[src/rtl/vpu_req_arbiter.sv]
// Round-robin arbiter sharing one VPU request port between NUM_REQ host requesters.
// Keeps an in-order tag FIFO of issued requesters and routes VPU completions back to them.
module vpu_req_arbiter #(
   parameter int unsigned NUM_REQ         = 4,
   parameter int unsigned INSTR_WIDTH     = 32,
   parameter int unsigned STREAM_ID_WIDTH = 4,
   parameter int unsigned OUTSTD_DEPTH    = 4
) (
   input  logic                                 clk,
   input  logic                                 rst_n,
   input  logic [NUM_REQ-1:0]                   req_valid_i,
   output logic [NUM_REQ-1:0]                   req_ready_o,
   input  logic [NUM_REQ*INSTR_WIDTH-1:0]       req_instr_i,
   input  logic [NUM_REQ*STREAM_ID_WIDTH-1:0]   req_stream_id_i,
   output logic                                 vpu_valid_o,
   input  logic                                 vpu_ready_i,
   output logic [INSTR_WIDTH-1:0]               vpu_instr_o,
   output logic [STREAM_ID_WIDTH-1:0]           vpu_stream_id_o,
   input  logic                                 vpu_resp_valid_i,
   output logic [NUM_REQ-1:0]                   resp_valid_o,
   output logic [$clog2(OUTSTD_DEPTH):0]        outstanding_o,
   output logic                                 err_o
);

   localparam int unsigned IdxW = (NUM_REQ > 1) ? $clog2(NUM_REQ) : 1;
   localparam int unsigned PtrW = $clog2(OUTSTD_DEPTH);
   localparam logic [IdxW-1:0] IdxOne = IdxW'(1);
   localparam logic [PtrW:0]   PtrOne = (PtrW + 1)'(1);

   typedef enum logic [0:0] {StIdle, StIssue} state_e;

   state_e                     state_q;
   logic [IdxW-1:0]            rr_ptr_q;
   logic [IdxW-1:0]            winner_q;
   logic [INSTR_WIDTH-1:0]     instr_q;
   logic [STREAM_ID_WIDTH-1:0] sid_q;
   logic                       vpu_valid_q;
   logic [NUM_REQ-1:0]         resp_valid_q;
   logic                       err_q;
   logic [PtrW:0]              wr_ptr_q;
   logic [PtrW:0]              rd_ptr_q;
   logic [IdxW-1:0]            tag_mem_q [OUTSTD_DEPTH];

   logic            fifo_empty;
   logic            fifo_full;
   logic            push;
   logic            pop;
   logic            grant;
   logic            win_found;
   logic [IdxW-1:0] win_idx;
   logic [IdxW-1:0] cand;

   assign fifo_empty = (wr_ptr_q == rd_ptr_q);
   assign fifo_full  = (wr_ptr_q[PtrW-1:0] == rd_ptr_q[PtrW-1:0]) &&
                       (wr_ptr_q[PtrW] != rd_ptr_q[PtrW]);
   // Empty is judged on pre-update pointers, so a same-cycle push cannot satisfy a pop.
   assign pop  = vpu_resp_valid_i && !fifo_empty;
   assign push = (state_q == StIssue) && vpu_ready_i;

   // First asserted requester scanning upward from rr_ptr_q, wrapping via IdxW-bit overflow.
   always_comb begin
      win_found = 1'b0;
      win_idx   = rr_ptr_q;
      cand      = '0;
      for (int unsigned i = 0; i < NUM_REQ; i++) begin
         cand = rr_ptr_q + IdxW'(i);
         if (!win_found && req_valid_i[cand]) begin
            win_found = 1'b1;
            win_idx   = cand;
         end
      end
   end

   // A completion freeing a slot in this cycle lets the grant through while full.
   assign grant       = (state_q == StIdle) && win_found && (!fifo_full || pop);
   assign req_ready_o = grant ? (NUM_REQ'(1) << win_idx) : '0;

   always_ff @(posedge clk or negedge rst_n) begin
      if (!rst_n) begin
         state_q      <= StIdle;
         rr_ptr_q     <= '0;
         winner_q     <= '0;
         instr_q      <= '0;
         sid_q        <= '0;
         vpu_valid_q  <= 1'b0;
         resp_valid_q <= '0;
         err_q        <= 1'b0;
         wr_ptr_q     <= '0;
         rd_ptr_q     <= '0;
         for (int unsigned i = 0; i < OUTSTD_DEPTH; i++) begin
            tag_mem_q[i] <= '0;
         end
      end else begin
         unique case (state_q)
            StIdle: begin
               if (grant) begin
                  winner_q    <= win_idx;
                  instr_q     <= req_instr_i[win_idx*INSTR_WIDTH +: INSTR_WIDTH];
                  sid_q       <= req_stream_id_i[win_idx*STREAM_ID_WIDTH +: STREAM_ID_WIDTH];
                  vpu_valid_q <= 1'b1;
                  state_q     <= StIssue;
               end
            end
            StIssue: begin
               if (push) begin
                  tag_mem_q[wr_ptr_q[PtrW-1:0]] <= winner_q;
                  wr_ptr_q    <= wr_ptr_q + PtrOne;
                  rr_ptr_q    <= winner_q + IdxOne;
                  vpu_valid_q <= 1'b0;
                  state_q     <= StIdle;
               end
            end
            default: state_q <= StIdle;
         endcase

         if (pop) begin
            rd_ptr_q <= rd_ptr_q + PtrOne;
         end
         resp_valid_q <= pop ? (NUM_REQ'(1) << tag_mem_q[rd_ptr_q[PtrW-1:0]]) : '0;
         if (vpu_resp_valid_i && fifo_empty) begin
            err_q <= 1'b1;
         end
      end
   end

   assign vpu_valid_o     = vpu_valid_q;
   assign vpu_instr_o     = instr_q;
   assign vpu_stream_id_o = sid_q;
   assign resp_valid_o    = resp_valid_q;
   assign outstanding_o   = wr_ptr_q - rd_ptr_q;
   assign err_o           = err_q;

endmodule
[config.mk]
export PLATFORM = sky130hd
export DESIGN_NAME = vpu_req_arbiter
export DESIGN_NICKNAME = d
export VERILOG_FILES = /design/src/rtl/vpu_req_arbiter.sv
export SDC_FILE = /design/constraint.sdc
export NUM_CORES = 1
export LEC_CHECK = 0
export ABC_AREA = 1
export CAP_MARGIN = 20
export CORE_ASPECT_RATIO = 1.1
export CORE_MARGIN = 2
export CORE_UTILIZATION = 46
export CTS_BUF_LIST = sky130_fd_sc_hd__clkbuf_16
export DETAILED_ROUTE_END_ITERATION = 12
export PLACE_DENSITY_LB_ADDON = 0.1
export SETUP_SLACK_MARGIN = 0.4
export SLEW_MARGIN = 15
export SYNTH_ARGS = -nofsm -noshare
export SYNTH_HDL_FRONTEND = slang
export SYNTH_SLANG_ARGS = --single-unit
[constraint.sdc]
create_clock -name clk -period 4.05 [get_ports clk]
set_clock_uncertainty 0.15 [all_clocks]
set_input_delay 0.81 -clock clk [delete_from_list [all_inputs] [get_ports clk]]
set_output_delay 0.81 -clock clk [all_outputs]
set_load 0.02 [all_outputs]
==> results.py, run 1 <==
metrics = {
    "sta": {
        "timing.final.crit_share": 0.866,
        "tns_ps": 0,
        "setup_viol": 0,
        "fin_ws_ps": 541,
        "fmax_ghz": 0.285,
        "finalMaxSlewViolations": 0,
        "period_needed_ps": 3510,
        "tightest_slew_ps": 891,
        "max-slew-margin-rel": 0.406,
        "hold_violations": 0,
        "rsz0062_at_grt": "yes",
    },
    "placement": {
        "hpwl_um": 10700,
        "port_buffers": 200,
        "routabilityCongestion": 0.960,
        "dp_slack_ps": 121,
    },
    "detailed_routing": {
        "route.detailed.drc": 0,
        "avgRoutedWirePerCell_um": 14.7,
        "vias_per_cell": 5.27,
        "num_vias": 5384,
        "drt_wl_total_um": 15000,
        "first_iter_violations": 303,
        "dr.pass1.iters": 5,
        "ant_nets": 0,
    },
    "floorplanning": {
        "core_area_um2": 9750,
        "rows": 38,
        "die_area_um2": 10700,
        "die_h_um": 108,
        "io_pins": 201,
        "start_util": 0.467,
        "die_w_um": 98.9,
    },
    "finish": {
        "final_cell_mix": "364 x nand2_1, 195 x clkdlybuf4s50_1, 156 x nand3_1",
        "nets": 1057,
        "drive_gt1_frac": 0.0665,
        "antenna_cells": 0,
        "final_common_cell": "nand2_1",
        "area_delta_synth_final_pct": 49.8,
        "fillers": 866,
    },
    "synthesis": {
        "synthesis.nets": 880,
        "synth_mux_area_frac": 0,
        "syn-cell-area_um2": 4550,
        "synth_top_family_by_area": "simple AND/OR/NAND/NOR gates",
        "synthAdderAreaFrac": 0.0236,
        "ys_ff_latch": 61,
        "synth-xor-area-share": 0.0115,
        "syn_avg_cell_area_um2": 6.32,
        "synth-simple-area-share": 0.523,
        "synth-seq-area-share": 0.335,
        "netlist_instances": 720,
        "synth_compound_area_frac": 0.0261,
        "synthDistinctLibCells": 29,
        "ys.warnings.count": 0,
    },
    "worst_setup_path": {
        "crit_family": "simple AND/OR/NAND/NOR gates",
        "crit_type": "primary input to output port",
        "cp-startpoint": "req_valid_i[0]",
        "critPathLaunchType": "primary input",
        "r2r-start": "rr_ptr_q[0]",
        "crit_chain": "clkdlybuf4s50_1 -> nand2_1 -> nand2_1 -> nand2_1 -> nand2_2 -> nand2_1 -> nand2_1 -> nand2_1 -> nand2_4 -> nand2_1 -> nor3_1 -> clkbuf_2",
        "critPathCaptureType": "output port",
        "max_stage_delay_ps": 520,
        "required_ps": 3090,
        "worstSetupEndpoint": "req_ready_o[0]",
        "worst-path-stages": 12,
        "reg2reg_to": "vpu_instr_o[24]",
        "crit_slowest_cell": "clkdlybuf4s50_1",
        "critPathBufInv": 2,
        "crit_top_cell": "nand2_1",
        "cp_max_fo": 5,
        "r2r_slack_ps": 1130,
        "r2r_cells": 16,
        "crit_arrival_ps": 2550,
    },
    "run_status": {
        "status": "completed",
    },
    "cts": {
        "clk-insertion-delay-late_ps": 330,
        "htreeDepth": 3,
        "post_cts_buffers": 0,
        "hold_buffers": 0,
        "clk_pin_slew_ps": 50,
        "cts_tree": "yes",
        "numCtsBuffers": 9,
        "root_buffer": "clkbuf_16",
        "cts_sinks": 61,
        "clk_path_buf_depth": 2,
    },
    "run": {
        "cap_violations": 0,
    },
    "min_path": {
        "hold_class": "register to register",
    },
    "global_route": {
        "grt_max_degree": 73,
        "first_global_vias": 5114,
        "grt_remaining_overflow": 0,
        "antenna_found_initial": 0,
        "grtUsageTotal": 0.281,
        "grt_pass1_wl_um": 24200,
    },
    "pwr": {
        "total_leakage_power_nw": 3.51,
        "cellPowerDensity_nw_per_um2": 945,
        "peakVddDrop_mv": 0.679,
    },
}
## report_power, final
part           switching [mW]  internal [mW]  leakage [nW]
sequential              0.199          0.920         0.759
clock                   0.286          0.415         0.135
combinational            2.96           1.66          2.62
## worst min-delay path by stage
stage	endpoint	start	slack [ps]	depth (start not counted)
floorplan	tag_mem_q[2]	tag_mem_q[2]	300	2
global placement	err_o	err_o	300	1
detailed placement	err_o	err_o	310	1
CTS	err_o	err_o	320	1
global route	vpu_instr_o[8]	vpu_instr_o[8]	350	2
finish	err_o	err_o	320	1
## layout make-up
cell class              count  area (µm²)  share of cell area
flip-flops and latches     61        1530               0.224
clock buffers               9         225              0.0330
inverters                  25        93.8              0.0138
clock inverters             7        52.6             0.00771
repair buffers            212        2080               0.305
multi-input cells         588        2690               0.395
well taps                 120         150              0.0220
## worst reg2reg max path, delay by kind of cell (launching register included)
| kind | cells | cell delay [ps] |
|---|---|---|
| buffers and inverters | 2 | 850 |
| flip-flops | 1 | 490 |
| AND/OR/NAND/NOR | 14 | 1360 |
## synth_stat cells, drive strengths merged
library cell	n	share of area
a32oi	1	0.0019
clkbuf	6	0.0049
ha	7	0.019
nor2	10	0.0088
or2	1	0.0014
nand2	375	0.32
a21oi	2	0.0022
xnor2	2	0.0038
a31o	1	0.0019
dfrtp	61	0.34
buf	40	0.055
nor3	4	0.0080
fa	1	0.0044
o21ai	17	0.019
xor2	4	0.0077
nand3	159	0.18
inv	25	0.021
nand4	3	0.010
o22ai	1	0.0014
## state kept, by name, summed over array words and instances, names as in the netlist
signal / flops
rr_ptr_q: 2
rd_ptr_q: 3
winner_q: 2
wr_ptr_q: 3
resp_valid_o: 4
err_o: 1
state_q: 1
vpu_instr_o: 32
vpu_stream_id_o: 4
tag_mem_q: 8
vpu_valid_o: 1
## stage by stage
step	util	total power [mW]	instance area [µm²]	hold WS [ps]	instances
3_5_place_dp	0.672	5.73	6550	308	1006
3_3_place_gp	0.672	5.63	6550	300	1006
4_1_cts	0.700	6.45	6820	320	1022
6_report	0.700	6.45	6820	316	1022
2_1_floorplan	-	4.44	4550	298	720
5_1_grt	0.700	7.10	6820	352	1022
## kinds of logic after synthesis
| family | Yosys count |
|---|---|
| AO/OA/AOI/OAI | 22 |
| AND/OR/NAND/NOR | 552 |
| flip-flops | 61 |
| adder cells (fa/ha/maj) | 8 |
| XOR/XNOR | 6 |
| buffers and inverters | 71 |
## routing by layer
layer  track usage  routed length, µm
met1         0.314               5800
met2         0.504               7500
met3        0.0776               1180
met4         0.114                546
met5             0                  0
## repair_timing
action	in CTS	in global routing
setup endpoints to repair	4	4
gates resized for setup	4	12
gates cloned	0	0
(Power assumes the default switching activity.)
==> inputs of run 2 (changes only) <==
--- a/config.mk
+++ b/config.mk
@@ -10,7 +10,6 @@
 export CORE_ASPECT_RATIO = 1.1
 export CORE_MARGIN = 2
 export CORE_UTILIZATION = 46
-export CTS_BUF_LIST = sky130_fd_sc_hd__clkbuf_16
 export DETAILED_ROUTE_END_ITERATION = 12
 export PLACE_DENSITY_LB_ADDON = 0.1
 export SETUP_SLACK_MARGIN = 0.4
==> run 2 against run 1 <==
Global-route usage is 0.39 points lower. Non-clock buffer count stayed put. Hold slack better by 3.6 ps. Flip-flop and latch count stayed put. Core utilization is 1.0 points lower. Register-to-register slack hardly changed. Fmax is 0.30% lower. Sequential power hardly changed. Clock power is 30% lower. Count of clock-buffer cells in the layout stayed put. Critical path type unchanged. Critical endpoint unchanged. Largest power group unchanged. Highest routed layer unchanged.
==> results.py, run 2 (same netlist as run 1, synthesis figures left out) <==
metrics = {
    "sta": {
        "tightest_slew_ps": 880,
        "rsz0062_at_grt": "yes",
        "fin_ws_ps": 530,
        "setup_viol": 0,
        "hold_violations": 0,
        "timing.final.crit_share": 0.869,
        "hold_slack_ps": 320,
        "tns_ps": 0,
        "fmax_ghz": 0.284,
        "period_needed_ps": 3520,
        "finalMaxSlewViolations": 0,
        "max-slew-margin-rel": 0.413,
    },
    "min_path": {
        "holdPathStages": 1,
        "min-delay-start": "err_o",
        "hold_path_end": "err_o",
        "hold_class": "register to register",
    },
    "detailed_routing": {
        "dr_wl_met3_um": 1130,
        "ant_nets": 0,
        "wl_met2_um": 7380,
        "met1_length_um": 5790,
        "route.detailed.drc": 0,
        "num_vias": 5334,
        "vias_per_cell": 5.22,
        "highest_layer": "met4",
        "first_iter_violations": 334,
        "avgRoutedWirePerCell_um": 14.5,
        "dr.pass1.iters": 4,
        "drt_wl_total_um": 14900,
    },
    "pwr": {
        "cellPowerDensity_nw_per_um2": 926,
        "peakVddDrop_mv": 0.677,
        "total_leakage_power_nw": 3.47,
    },
    "worst_setup_path": {
        "reg2reg_to": "vpu_instr_o[8]",
        "crit_arrival_ps": 2560,
        "critPathCaptureType": "output port",
        "crit_type": "primary input to output port",
        "crit_slowest_cell": "clkdlybuf4s50_1",
        "cp-startpoint": "req_valid_i[0]",
        "crit_family": "simple AND/OR/NAND/NOR gates",
        "required_ps": 3090,
        "crit_top_cell": "nand2_1",
        "cp_max_fo": 5,
        "critPathBufInv": 2,
        "r2r-start": "rr_ptr_q[0]",
        "r2r_slack_ps": 1120,
        "r2r_cells": 16,
        "crit_chain": "clkdlybuf4s50_1 -> nand2_1 -> nand2_1 -> nand2_1 -> nand2_2 -> nand2_1 -> nand2_1 -> nand2_1 -> nand2_4 -> nand2_1 -> nor3_1 -> clkbuf_2",
        "critPathLaunchType": "primary input",
        "max_stage_delay_ps": 520,
    },
    "run": {
        "cap_violations": 0,
    },
    "global_route": {
        "grt_pass1_wl_um": 23800,
        "grtUsageTotal": 0.277,
        "grt_max_degree": 73,
        "first_global_vias": 5063,
        "antenna_found_initial": 0,
        "grt_remaining_overflow": 0,
    },
    "placement": {
        "dp_cells": 1006,
        "routabilityCongestion": 0.960,
        "port_buffers": 200,
        "dp_slack_ps": 121,
        "hpwl_um": 10700,
    },
    "floorplanning": {
        "rows": 38,
        "core_area_um2": 9750,
        "die_h_um": 108,
        "start_util": 0.467,
        "die_w_um": 98.9,
        "die_area_um2": 10700,
        "io_pins": 201,
    },
    "cts": {
        "clk-insertion-delay-late_ps": 350,
        "cts_tree": "yes",
        "htreeDepth": 3,
        "clk_path_buf_depth": 2,
        "clk_pin_slew_ps": 70,
        "root_buffer": "clkbuf_8",
        "cts_sinks": 61,
        "hold_buffers": 0,
        "numCtsBuffers": 9,
    },
    "finish": {
        "fillers": 883,
        "nets": 1057,
        "final_common_cell": "nand2_1",
        "antenna_cells": 0,
        "instances_no_fill": 1022,
        "final_cell_mix": "364 x nand2_1, 195 x clkdlybuf4s50_1, 156 x nand3_1",
        "area_delta_synth_final_pct": 47.5,
        "largest_reg_flops": 32,
        "drive_gt1_frac": 0.0665,
    },
    "run_status": {
        "status": "completed",
    },
}
-- run 2: area by class of cell --
type / instances / area, µm² / share of cell area
clock buffers: 9 / 124 / 0.0184
clock inverters: 7 / 52.6 / 0.00782
inverters: 25 / 93.8 / 0.0140
multi-input cells: 588 / 2690 / 0.401
flip-flops and latches: 61 / 1530 / 0.227
well taps: 120 / 150 / 0.0224
repair buffers: 212 / 2080 / 0.310
-- run 2: metrics by stage --
step	total power, mW	cell area [µm²]	utilization
detailed placement	5.73	6550	0.672
floorplan	4.44	4550	-
global route	6.86	6720	0.689
finish	6.22	6720	0.689
global placement	5.63	6550	0.672
CTS	6.23	6720	0.689
-- run 2: power by group --
| part | internal (mW) | total [mW] | switching, mW |
|---|---|---|---|
| clock network | 0.223 | 0.488 | 0.265 |
| logic | 1.66 | 4.62 | 2.96 |
| registers | 0.918 | 1.11 | 0.196 |
-- run 2: repair_timing --
action / 4_1_cts / 5_1_grt
gates resized for setup: 4 / 12
setup endpoints to repair: 4 / 4
endpoints found under the hold margin: 0 / 0
setup buffers: 0 / 0
gates cloned: 0 / 0
-- run 2: worst max-delay path by stage --
stage	to	slack [ps]	cells after the start
floorplan	req_ready_o[0]	890	12
global placement	req_ready_o[0]	190	10
detailed placement	req_ready_o[0]	120	12
CTS	req_ready_o[2]	390	12
global route	req_ready_o[0]	340	12
finish	req_ready_o[0]	530	12
-- run 2: routing by layer --
layer | up-vias | GRT usage
met5 | - | 0
met1 | 2433 | 0.312
met3 | 40 | 0.0730
met2 | 205 | 0.488
li1 | 2656 | -
met4 | 0 | 0.128
==> inputs of run 3 (changes only) <==
--- a/config.mk
+++ b/config.mk
@@ -9,10 +9,13 @@
 export CAP_MARGIN = 20
 export CORE_ASPECT_RATIO = 1.1
 export CORE_MARGIN = 2
-export CORE_UTILIZATION = 46
+export CORE_UTILIZATION = 47
+export CTS_BUF_LIST = sky130_fd_sc_hd__clkbuf_4
 export DETAILED_ROUTE_END_ITERATION = 12
+export HOLD_SLACK_MARGIN = 0.05
 export PLACE_DENSITY_LB_ADDON = 0.1
 export SETUP_SLACK_MARGIN = 0.4
+export SKIP_LAST_GASP = 1
 export SLEW_MARGIN = 15
 export SYNTH_ARGS = -nofsm -noshare
 export SYNTH_HDL_FRONTEND = slang
==> run 3 against run 2 <==
First-iteration DRC count up 1.2%. Cell area is 0.61% lower. Sequential share of layout area rose by 0.16 points. Combinational power grew 0.9%. Worst setup slack improved by 40 ps. Flip-flop and latch count did not move. Largest power group unchanged. Critical endpoint is now req_ready_o[2]. Via count is 0.62% higher. Critical path type unchanged. Total power fell by 1.1%. Routed wire length increased by 1.3%. Non-clock buffer count unchanged. Highest routed layer unchanged. Sequential power is essentially flat. Hold slack got worse by 73 ps.
==> results.py, run 3 (same netlist as run 1, synthesis figures left out) <==
metrics = {
    "sta": {
        "tightest_slew_ps": 755,
        "timing.final.crit_share": 0.859,
        "setup_viol": 0,
        "hold_slack_ps": 247,
        "period_needed_ps": 3480,
        "max-slew-margin-rel": 0.496,
        "finalMaxSlewViolations": 0,
        "tns_ps": 0,
        "rsz0062_at_grt": "no",
        "hold_violations": 0,
        "fmax_ghz": 0.287,
    },
    "finish": {
        "drive_gt1_frac": 0.0710,
        "largest_reg_flops": 32,
        "area_delta_synth_final_pct": 46.6,
        "nets": 1057,
        "regArea_um2": 1530,
        "final_cell_mix": "362 x nand2_1, 195 x clkdlybuf4s50_1, 156 x nand3_1",
        "final_common_cell": "nand2_1",
        "fillers": 770,
        "antenna_cells": 0,
        "multi_input_area_um2": 2710,
    },
    "worst_setup_path": {
        "cp_max_fo": 5,
        "crit_family": "simple AND/OR/NAND/NOR gates",
        "critPathBufInv": 3,
        "crit_arrival_ps": 2520,
        "crit_top_cell": "nand2_1",
        "max_stage_delay_ps": 520,
        "critPathCaptureType": "output port",
        "critPathLaunchType": "primary input",
        "crit_type": "primary input to output port",
        "crit_chain": "clkdlybuf4s50_1 -> nand2_1 -> nand2_1 -> nand2_1 -> nand2_4 -> nand4_4 -> inv_2 -> nand2_1 -> nand2_2 -> nand2_1 -> nor2_1 -> buf_2",
        "crit_slowest_cell": "clkdlybuf4s50_1",
        "required_ps": 3090,
    },
    "global_route": {
        "first_global_vias": 5049,
        "grt_max_degree": 73,
        "grt_remaining_overflow": 0,
        "grtUsageTotal": 0.283,
        "grt_pass1_wl_um": 23900,
        "antenna_found_initial": 0,
    },
    "run_status": {
        "status": "completed",
    },
    "placement": {
        "hpwl_um": 10600,
        "port_buffers": 200,
        "routabilityCongestion": 0.927,
    },
    "cts": {
        "clk_pin_slew_ps": 110,
        "clk-insertion-delay-late_ps": 410,
        "root_buffer": "clkbuf_4",
        "cts_sinks": 61,
        "cts_tree": "yes",
        "numCtsBuffers": 9,
        "htreeDepth": 3,
        "post_cts_buffers": 0,
        "clk_path_buf_depth": 2,
    },
    "detailed_routing": {
        "dr.pass1.iters": 5,
        "first_iter_violations": 338,
        "ant_nets": 0,
        "route.detailed.drc": 0,
        "drt_wl_total_um": 15000,
        "num_vias": 5367,
        "avgRoutedWirePerCell_um": 14.8,
        "vias_per_cell": 5.27,
    },
    "min_path": {
        "hold_class": "primary input to asynchronous set/reset pin",
    },
    "pwr": {
        "cellPowerDensity_nw_per_um2": 922,
        "total_leakage_power_nw": 3.45,
        "peakVddDrop_mv": 0.594,
    },
    "floorplanning": {
        "die_area_um2": 10500,
        "die_w_um": 97.8,
        "start_util": 0.484,
        "core_area_um2": 9400,
        "rows": 37,
        "io_pins": 201,
        "die_h_um": 107,
    },
    "run": {
        "cap_violations": 0,
    },
}
==> run 3: cell types whose count changed in the layout (fill, tap and decap cells not counted) <==
| cell | change |
|---|---|
| dfrtp_2 | +1 |
| nor3_1 | -1 |
| buf_4 | +1 |
| nand2_1 | -2 |
| nand2_2 | +1 |
| clkbuf_8 | -9 |
| nor3_2 | +1 |
| clkbuf_2 | -1 |
| nand2_4 | +1 |
| clkbuf_4 | +9 |
| dfrtp_1 | -1 |
==> run 3: layout make-up <==
cell class,count,share of cell area
Multi-Input combinational cell,588,0.405
Timing Repair Buffer,212,0.312
Sequential cell,61,0.229
Tap cell,117,0.0219
Inverter,25,0.0141
Clock buffer,9,0.0101
Clock inverter,7,0.00787
==> run 3: final timing paths <==
check,depth (start not counted),end,slack [ps],start
hold / removal,1,vpu_instr_o[28],250,rst_n
min in group clk,1,err_o,330,err_o
max in group asynchronous,2,tag_mem_q[4],2880,rst_n
hold reg to reg,1,err_o,330,err_o
setup / recovery,12,req_ready_o[2],570,req_valid_i[3]
setup reg to reg,14,vpu_instr_o[12],1280,rr_ptr_q[1]
==> run 3: through the flow <==
| stage | std cells | area, µm² | setup slack [ps] | power (mW) | util |
|---|---|---|---|---|---|
| after CTS | 1018 | 6640 | 382 | 6.13 | 0.707 |
| after detailed placement | 1002 | 6520 | 103 | 5.75 | 0.694 |
| after global placement | 1002 | 6520 | 182 | 5.61 | 0.694 |
| after floorplan | 720 | 4550 | 890 | 4.44 | - |
| final | 1019 | 6680 | 570 | 6.15 | 0.710 |
| after global routing | 1019 | 6680 | 396 | 6.81 | 0.710 |
==> run 3: layer usage <==
layer | up-vias | share of wire | global-route usage | wire [µm]
li1 | 2658 | - | - | -
met1 | 2463 | 0.39 | 0.320 | 5790
met2 | 205 | 0.52 | 0.511 | 7770
met3 | 41 | 0.063 | 0.0574 | 950
met4 | 0 | 0.035 | 0.129 | 527
met5 | - | 0 | 0 | 0
==> run 3: power by group <==
group	internal, mW	switching [mW]
logic	1.66	3.00
clock network	0.128	0.250
registers	0.917	0.195
==> run 3: what timing repair did <==
item	in CTS	in global routing
hold endpoints to repair	0	0
hold buffers	0	0
resized for setup	6	16
setup endpoints to repair	4	4
pin swaps	0	1
gates cloned	0	0
